**config.mk**
```make
export PLATFORM = sky130hd
export DESIGN_NAME = vga_frame_reader
export DESIGN_NICKNAME = d
export VERILOG_FILES = /design/src/rtl/vga_frame_reader.sv
export SDC_FILE = /design/constraint.sdc
export NUM_CORES = 1
export LEC_CHECK = 0
export ABC_AREA = 0
export CAP_MARGIN = 20
export CELL_PAD_IN_SITES_DETAIL_PLACEMENT = 0
export CELL_PAD_IN_SITES_GLOBAL_PLACEMENT = 1
export CORE_UTILIZATION = 47
export DETAILED_ROUTE_END_ITERATION = 8
export GPL_TIMING_DRIVEN = 0
export PLACE_DENSITY = 0.95
export SLEW_MARGIN = 20
export SYNTH_ARGS = -nofsm -noshare
export SYNTH_HDL_FRONTEND = slang
export SYNTH_SLANG_ARGS = --single-unit
```
**constraint.sdc**
```tcl
create_clock -name clk -period 5.6 [get_ports clk]
set_input_delay 0.84 -clock clk [delete_from_list [all_inputs] [get_ports clk]]
set_output_delay 0.84 -clock clk [all_outputs]
set_load 0.01 [all_outputs]
```
**src/rtl/vga_frame_reader.sv**
```systemverilog
// 640x480@60 VGA timing generator that fetches RGB444 pixels from a 160x120 frame buffer,
// upscaled 2x and tiled into four quadrants, with timing delayed to match the read latency.
module vga_frame_reader #(
   parameter int H_VISIBLE  = 640,
   parameter int H_FRONT    = 16,
   parameter int H_SYNC     = 96,
   parameter int H_BACK     = 48,
   parameter int V_VISIBLE  = 480,
   parameter int V_FRONT    = 10,
   parameter int V_SYNC     = 2,
   parameter int V_BACK     = 33,
   parameter int IMG_WIDTH  = 160,
   parameter int IMG_HEIGHT = 120,
   parameter int RD_LATENCY = 1,
   parameter int ADDR_WIDTH = 15
) (
   input  logic                  clk,
   input  logic                  reset,
   output logic                  fb_rd_en,
   output logic [ADDR_WIDTH-1:0] fb_rd_addr,
   input  logic [11:0]           fb_rd_data,
   output logic                  h_sync,
   output logic                  v_sync,
   output logic                  DE,
   output logic [9:0]            x_pixel,
   output logic [9:0]            y_pixel,
   output logic [3:0]            r_out,
   output logic [3:0]            g_out,
   output logic [3:0]            b_out,
   output logic                  vblank_start
);

   localparam int H_TOTAL = H_VISIBLE + H_FRONT + H_SYNC + H_BACK;
   localparam int V_TOTAL = V_VISIBLE + V_FRONT + V_SYNC + V_BACK;

   localparam logic [9:0] H_LAST = 10'(H_TOTAL - 1);
   localparam logic [9:0] V_LAST = 10'(V_TOTAL - 1);
   localparam logic [9:0] H_VIS  = 10'(H_VISIBLE);
   localparam logic [9:0] V_VIS  = 10'(V_VISIBLE);
   localparam logic [9:0] HS_BEG = 10'(H_VISIBLE + H_FRONT);
   localparam logic [9:0] HS_END = 10'(H_VISIBLE + H_FRONT + H_SYNC);
   localparam logic [9:0] VS_BEG = 10'(V_VISIBLE + V_FRONT);
   localparam logic [9:0] VS_END = 10'(V_VISIBLE + V_FRONT + V_SYNC);
   // One quadrant spans twice the image in each direction because of the 2x upscale.
   localparam logic [9:0] H_TILE = 10'(2 * IMG_WIDTH);
   localparam logic [9:0] V_TILE = 10'(2 * IMG_HEIGHT);

   typedef struct packed {
      logic       hs;
      logic       vs;
      logic       de;
      logic       vb;
      logic [9:0] x;
      logic [9:0] y;
   } timing_t;

   localparam timing_t TIMING_RST = {1'b1, 1'b1, 1'b0, 1'b0, 10'd0, 10'd0};

   logic [9:0]            h_cnt_r;
   logic [9:0]            v_cnt_r;
   logic                  h_wrap_s;
   logic                  active_s;
   logic [9:0]            h_mod_s;
   logic [9:0]            v_mod_s;
   logic [ADDR_WIDTH-1:0] addr_s;
   timing_t               stage_s;
   timing_t               pipe_r [0:RD_LATENCY];
   timing_t               aligned_s;

   // Raster counters: horizontal every clock, vertical on horizontal wrap.
   always_ff @(posedge clk or posedge reset) begin
      if (reset) begin
         h_cnt_r <= 10'd0;
         v_cnt_r <= 10'd0;
      end else if (h_wrap_s) begin
         h_cnt_r <= 10'd0;
         if (v_cnt_r == V_LAST) begin
            v_cnt_r <= 10'd0;
         end else begin
            v_cnt_r <= v_cnt_r + 10'd1;
         end
      end else begin
         h_cnt_r <= h_cnt_r + 10'd1;
      end
   end

   // Decode the current counter into timing flags and the quadrant-folded read address.
   always_comb begin
      h_wrap_s = (h_cnt_r == H_LAST);
      active_s = (h_cnt_r < H_VIS) && (v_cnt_r < V_VIS);
      // Active area is two tiles wide and tall, so a single conditional subtract is a full modulo there.
      if (h_cnt_r >= H_TILE) begin
         h_mod_s = h_cnt_r - H_TILE;
      end else begin
         h_mod_s = h_cnt_r;
      end
      if (v_cnt_r >= V_TILE) begin
         v_mod_s = v_cnt_r - V_TILE;
      end else begin
         v_mod_s = v_cnt_r;
      end
      addr_s = ADDR_WIDTH'(v_mod_s >> 1) * ADDR_WIDTH'(IMG_WIDTH) + ADDR_WIDTH'(h_mod_s >> 1);
      stage_s.hs = !((h_cnt_r >= HS_BEG) && (h_cnt_r < HS_END));
      stage_s.vs = !((v_cnt_r >= VS_BEG) && (v_cnt_r < VS_END));
      stage_s.de = active_s;
      stage_s.vb = (h_cnt_r == 10'd0) && (v_cnt_r == V_VIS);
      stage_s.x  = h_cnt_r;
      stage_s.y  = v_cnt_r;
   end

   // Frame-buffer read request; the address holds through blanking.
   always_ff @(posedge clk or posedge reset) begin
      if (reset) begin
         fb_rd_en   <= 1'b0;
         fb_rd_addr <= '0;
      end else begin
         fb_rd_en <= active_s;
         if (active_s) begin
            fb_rd_addr <= addr_s;
         end else begin
            fb_rd_addr <= fb_rd_addr;
         end
      end
   end

   // Timing delay line: stage 0 is level with the read request, the last stage with read data.
   always_ff @(posedge clk or posedge reset) begin
      if (reset) begin
         for (int i = 0; i <= RD_LATENCY; i++) begin
            pipe_r[i] <= TIMING_RST;
         end
      end else begin
         pipe_r[0] <= stage_s;
         for (int i = 1; i <= RD_LATENCY; i++) begin
            pipe_r[i] <= pipe_r[i-1];
         end
      end
   end

   assign aligned_s = pipe_r[RD_LATENCY];

   // Output register: timing and colour leave together; colour is blanked outside active video.
   always_ff @(posedge clk or posedge reset) begin
      if (reset) begin
         h_sync       <= 1'b1;
         v_sync       <= 1'b1;
         DE           <= 1'b0;
         x_pixel      <= 10'd0;
         y_pixel      <= 10'd0;
         vblank_start <= 1'b0;
         r_out        <= 4'd0;
         g_out        <= 4'd0;
         b_out        <= 4'd0;
      end else begin
         h_sync       <= aligned_s.hs;
         v_sync       <= aligned_s.vs;
         DE           <= aligned_s.de;
         x_pixel      <= aligned_s.x;
         y_pixel      <= aligned_s.y;
         vblank_start <= aligned_s.vb;
         if (aligned_s.de) begin
            {r_out, g_out, b_out} <= fb_rd_data;
         end else begin
            {r_out, g_out, b_out} <= 12'd0;
         end
      end
   end

endmodule

```
==> reports/qor.yml <==
outcome: "finished clean"
grt.busiest_layer: "met2"
fin_cells: 617
r2r_start: "v_cnt_r[2]$_DFFE_PP0N_"
drive_above_1_share: 0.1198
grt_remaining_overflow: 0
use_met3: 0.05175
htreeDepth: 4
grt_pass1_wl_mm: 14.15
tritoncts: "done"
yosysTopAreaCell: "dfrtp_1"
fin_crit_ns: 3.750
start_util: 0.4890
pwr-share-comb: 0.021
critPathTopFamily: "adder cells"
max_cap_violations: 0
totalWireLength_mm: 8.660
avgSynthCellArea_um2: 12.50
slowest_stage: "dfrtp_1"
clk_pin_slew_ns: 0.06
worstPathRequired_ns: 5.96
p_seq_frac: 0.445
swShare: 0.2121
dr.pass1.iters: 4
p_per_area_nw_per_um2: 311.4
synthArstFlopShare: 1.000
p_clk_frac: 0.534
crit_type: "flip-flop to flip-flop"
worst_pin_slew_ns: 0.8290
skew_ns: 0.009732
hold_viol: 0
endpoint_kind: "flip-flop"
cts_made_buffers: 17
nFillCells: 729
synth_compound_gate_area_share: 0.07471
ff_latch_area_um2: 2985
reg2reg_slack_ns: 1.85
min_path_type: "flip-flop to flip-flop"
hp-start: "aligned_s[19]$_DFF_PP0_"
antenna_left: 0
slew_headroom: 0.4449
die_width_um: 103.3
synth-seq-cells: 119
start_kind: "flip-flop"
layout_setup_ws_ns: 1.850
synth_edf_count: 0
drc_errors: 0
drtIter0Drc: 136
via_per_inst: 4.935
rows: 36
antenna_found_initial: 0
synth_top_family_by_area: "simple AND/OR/NAND/NOR gates"
clockRootBuffer: "clkbuf_8"
die_h_um: 103.3
numPortBuffers: 65
synth_xor_area_frac: 0.05188
layout.nets: 517
setup_violations: 0
globalRouteMet2Util: 0.3021
cts_resized: 0
ys_types: 50
synth_warnings: 0
syn_inst: 386
clock_latency_ns: 0.51
synth_nets: 432
p_switching_uw: 412.7
area_growth_syn_to_layout_pct: 29.57
ctsHoldBuffers: 0
fin_crit_sh: 0.6697
synth_top_area_share: 0.5863
synthTopCellsByArea: "dfrtp_1 (59%), ha_1 (7.8%), dfstp_2 (3.3%), xnor2_1 (3.1%), o21ai_0 (2.9%)"
synth_flop_cell: "dfrtp_1"
die_area_um2: 10670
arrival_ns: 4.11
ir_worst_vdd_uv: 174.5
core-area_um2: 9864
io_pins: 66
critPathMaxStageDelay_ns: 0.48
synthAdderAreaFrac: 0.08612
grt_pass1_vias: 3003
cp.depth: 14
globalRouteTotalUtil: 0.1816
dpl_cell_area_um2: 5673
clock.fmax_mhz: 266.6
place_inst: 585
synth-seq-area-share: 0.6189
detail_route.wl_per_cell_um: 14.04
path_cells: "buf_4 -> nor2_1 -> a31oi_1 -> o21ai_1 -> xnor2_1 -> ha_1 -> ha_1 -> fa_1 -> xor2_1 -> nand2_1 -> nor4_1 -> nand3_1 -> xnor2_1 -> o21ai_0"
p_int_mw: 1.533
cts.path.max_buffers: 2
hpwlAfterDp_mm: 5.844
grt_util_met1: 0.2202
r2r_cells: 14
critPathLaunch: "v_cnt_r[2]$_DFFE_PP0N_"
setup_tns_ns: 0
finalWeightedCongestion: 0.8556
pre_cts_ws_ns: 1.866
postCtsSetupRepairBufs: 0
r2r-end: "fb_rd_addr[14]$_DFFE_PP0P_"
grt_max_degree: 77
netlist_area_um2: 4823
clock-sinks: 119
p_leak_nw: 2.893
rsz0062_at_grt: "no"
synth_mux_area_frac: 0.009079
synthSimpleGateAreaFrac: 0.1235
cp-endpoint: "fb_rd_addr[14]$_DFFE_PP0P_"
dr_total_vias: 3045
drv_slew: 0
crit_fanout: 9
cp_num_buf_inv: 1
final_cell_area_um2: 6250
n_antenna_cell: 0
multi_input_area_um2: 1665
-- power by group through the flow --
stage,combinational (mW),sequential (mW),clock (mW)
6_report,0.0412,0.866,1.04
3_5_place_dp,0.0428,0.881,0
5_1_grt,0.0477,0.866,1.09
3_3_place_gp,0.0389,0.881,0
2_1_floorplan,0.0153,0.884,0
4_1_cts,0.0430,0.866,1.06
-- cell usage after synthesis, types with 2 or more instances --
library cell and n:
nand2_1 36, a21o_1 3, o211ai_1 2, nor2b_1 3
inv_1 14, nor4_1 3, clkbuf_1 5, mux2_2 3
clkbuf_8 3, fa_1 2, buf_6 4, nor3_1 7
dfrtp_1 113, xnor2_1 17, a31oi_1 3, and3b_1 2
nand3_1 15, and2_1 13, o21ai_1 2, o21a_1 2
a21oi_1 13, nor2_1 21, dfstp_2 6, a211oi_1 2
xor2_1 7, ha_1 30, buf_4 2, nand4_1 4
o21ai_0 28
-- cells by family after synthesis --
kind of cell | after synthesis
AND/OR/NAND/NOR | 115
flip-flops | 119
buffers and inverters | 28
AO/OA/AOI/OAI | 62
multiplexers | 4
adder cells (fa/ha/maj) | 32
XOR/XNOR | 26
-- layer usage --
metal / routed length [µm] / share of wire / vias up
met5: 0 / 0 / -
met4: 114 / 0.013 / 0
met3: 351 / 0.041 / 10
met2: 4200 / 0.48 / 77
met1: 3994 / 0.46 / 1478
li1: - / - / 1480
-- layout by cell type, fill, tap and decap left out, drive strengths merged, types with 2 or more instances in the layout --
cell           count
o21a               2
clkinvlp           3
clkinv             4
a21o               3
and2              14
nor3               7
nor4               4
mux2               3
ha                30
nor2              21
nand2             36
fa                 2
and3b              2
a31oi              3
clkbuf            27
o211ai             2
and3               2
inv               18
xor2               7
clkdlybuf4s50     65
a21oi             13
dfrtp            113
o21ai             30
bufinv             2
xnor2             18
or3                2
nand4              4
buf                7
nand3             16
nor2b              3
a211oi             2
dfstp              6
-- worst min path at each step --
stage / to / slack, ns / cells past startpoint
5_1_grt: aligned_s[10]$_DFF_PP0_ / 0.35 / 0
6_report: x_pixel[9]$_DFF_PP0_ / 0.34 / 0
3_5_place_dp: aligned_s[15]$_DFF_PP0_ / 0.33 / 0
4_1_cts: x_pixel[9]$_DFF_PP0_ / 0.34 / 0
3_3_place_gp: x_pixel[2]$_DFF_PP0_ / 0.33 / 0
2_1_floorplan: aligned_s[0]$_DFF_PP0_ / 0.33 / 0
-- per-stage QoR --
step | power, mW | utilization | hold slack (ns)
global route | 2.007 | 0.6336 | 0.3495
finish | 1.946 | 0.6336 | 0.3417
detailed placement | 0.9239 | 0.5751 | 0.3347
CTS | 1.968 | 0.6336 | 0.3450
floorplan | 0.8990 | - | 0.3312
global placement | 0.9199 | 0.5718 | 0.3314
-- sequential cells by signal, summed over array words and instances (netlist names) --
| register | count |
|---|---|
| DE | 1 |
| aligned_s | 24 |
| b_out | 4 |
| fb_rd_addr | 15 |
| g_out | 4 |
| h_cnt_r | 10 |
| h_sync | 1 |
| pipe_r | 24 |
| r_out | 4 |
| v_cnt_r | 10 |
| v_sync | 1 |
| vblank_start | 1 |
| x_pixel | 10 |
| y_pixel | 10 |
-- worst register-to-register path, cell delays in order (launching register included) --
cell and delay [ns]:
dfrtp_1 0.48, buf_4 0.21, nor2_1 0.15, a31oi_1 0.11
o21ai_1 0.34, xnor2_1 0.20, ha_1 0.28, ha_1 0.23
fa_1 0.42, xor2_1 0.25, nand2_1 0.10, nor4_1 0.42
nand3_1 0.15, xnor2_1 0.16, o21ai_0 0.09
-- final cells by class --
type,instances,share of cell area
plain buffers,14,0.01922
clock buffers,19,0.06907
clock inverters,13,0.02322
inverters,14,0.009209
multi-input cells,239,0.2665
flip-flops and latches,119,0.4777
well taps,133,0.02663
repair buffers,66,0.1085
(Power assumes the default switching activity.)
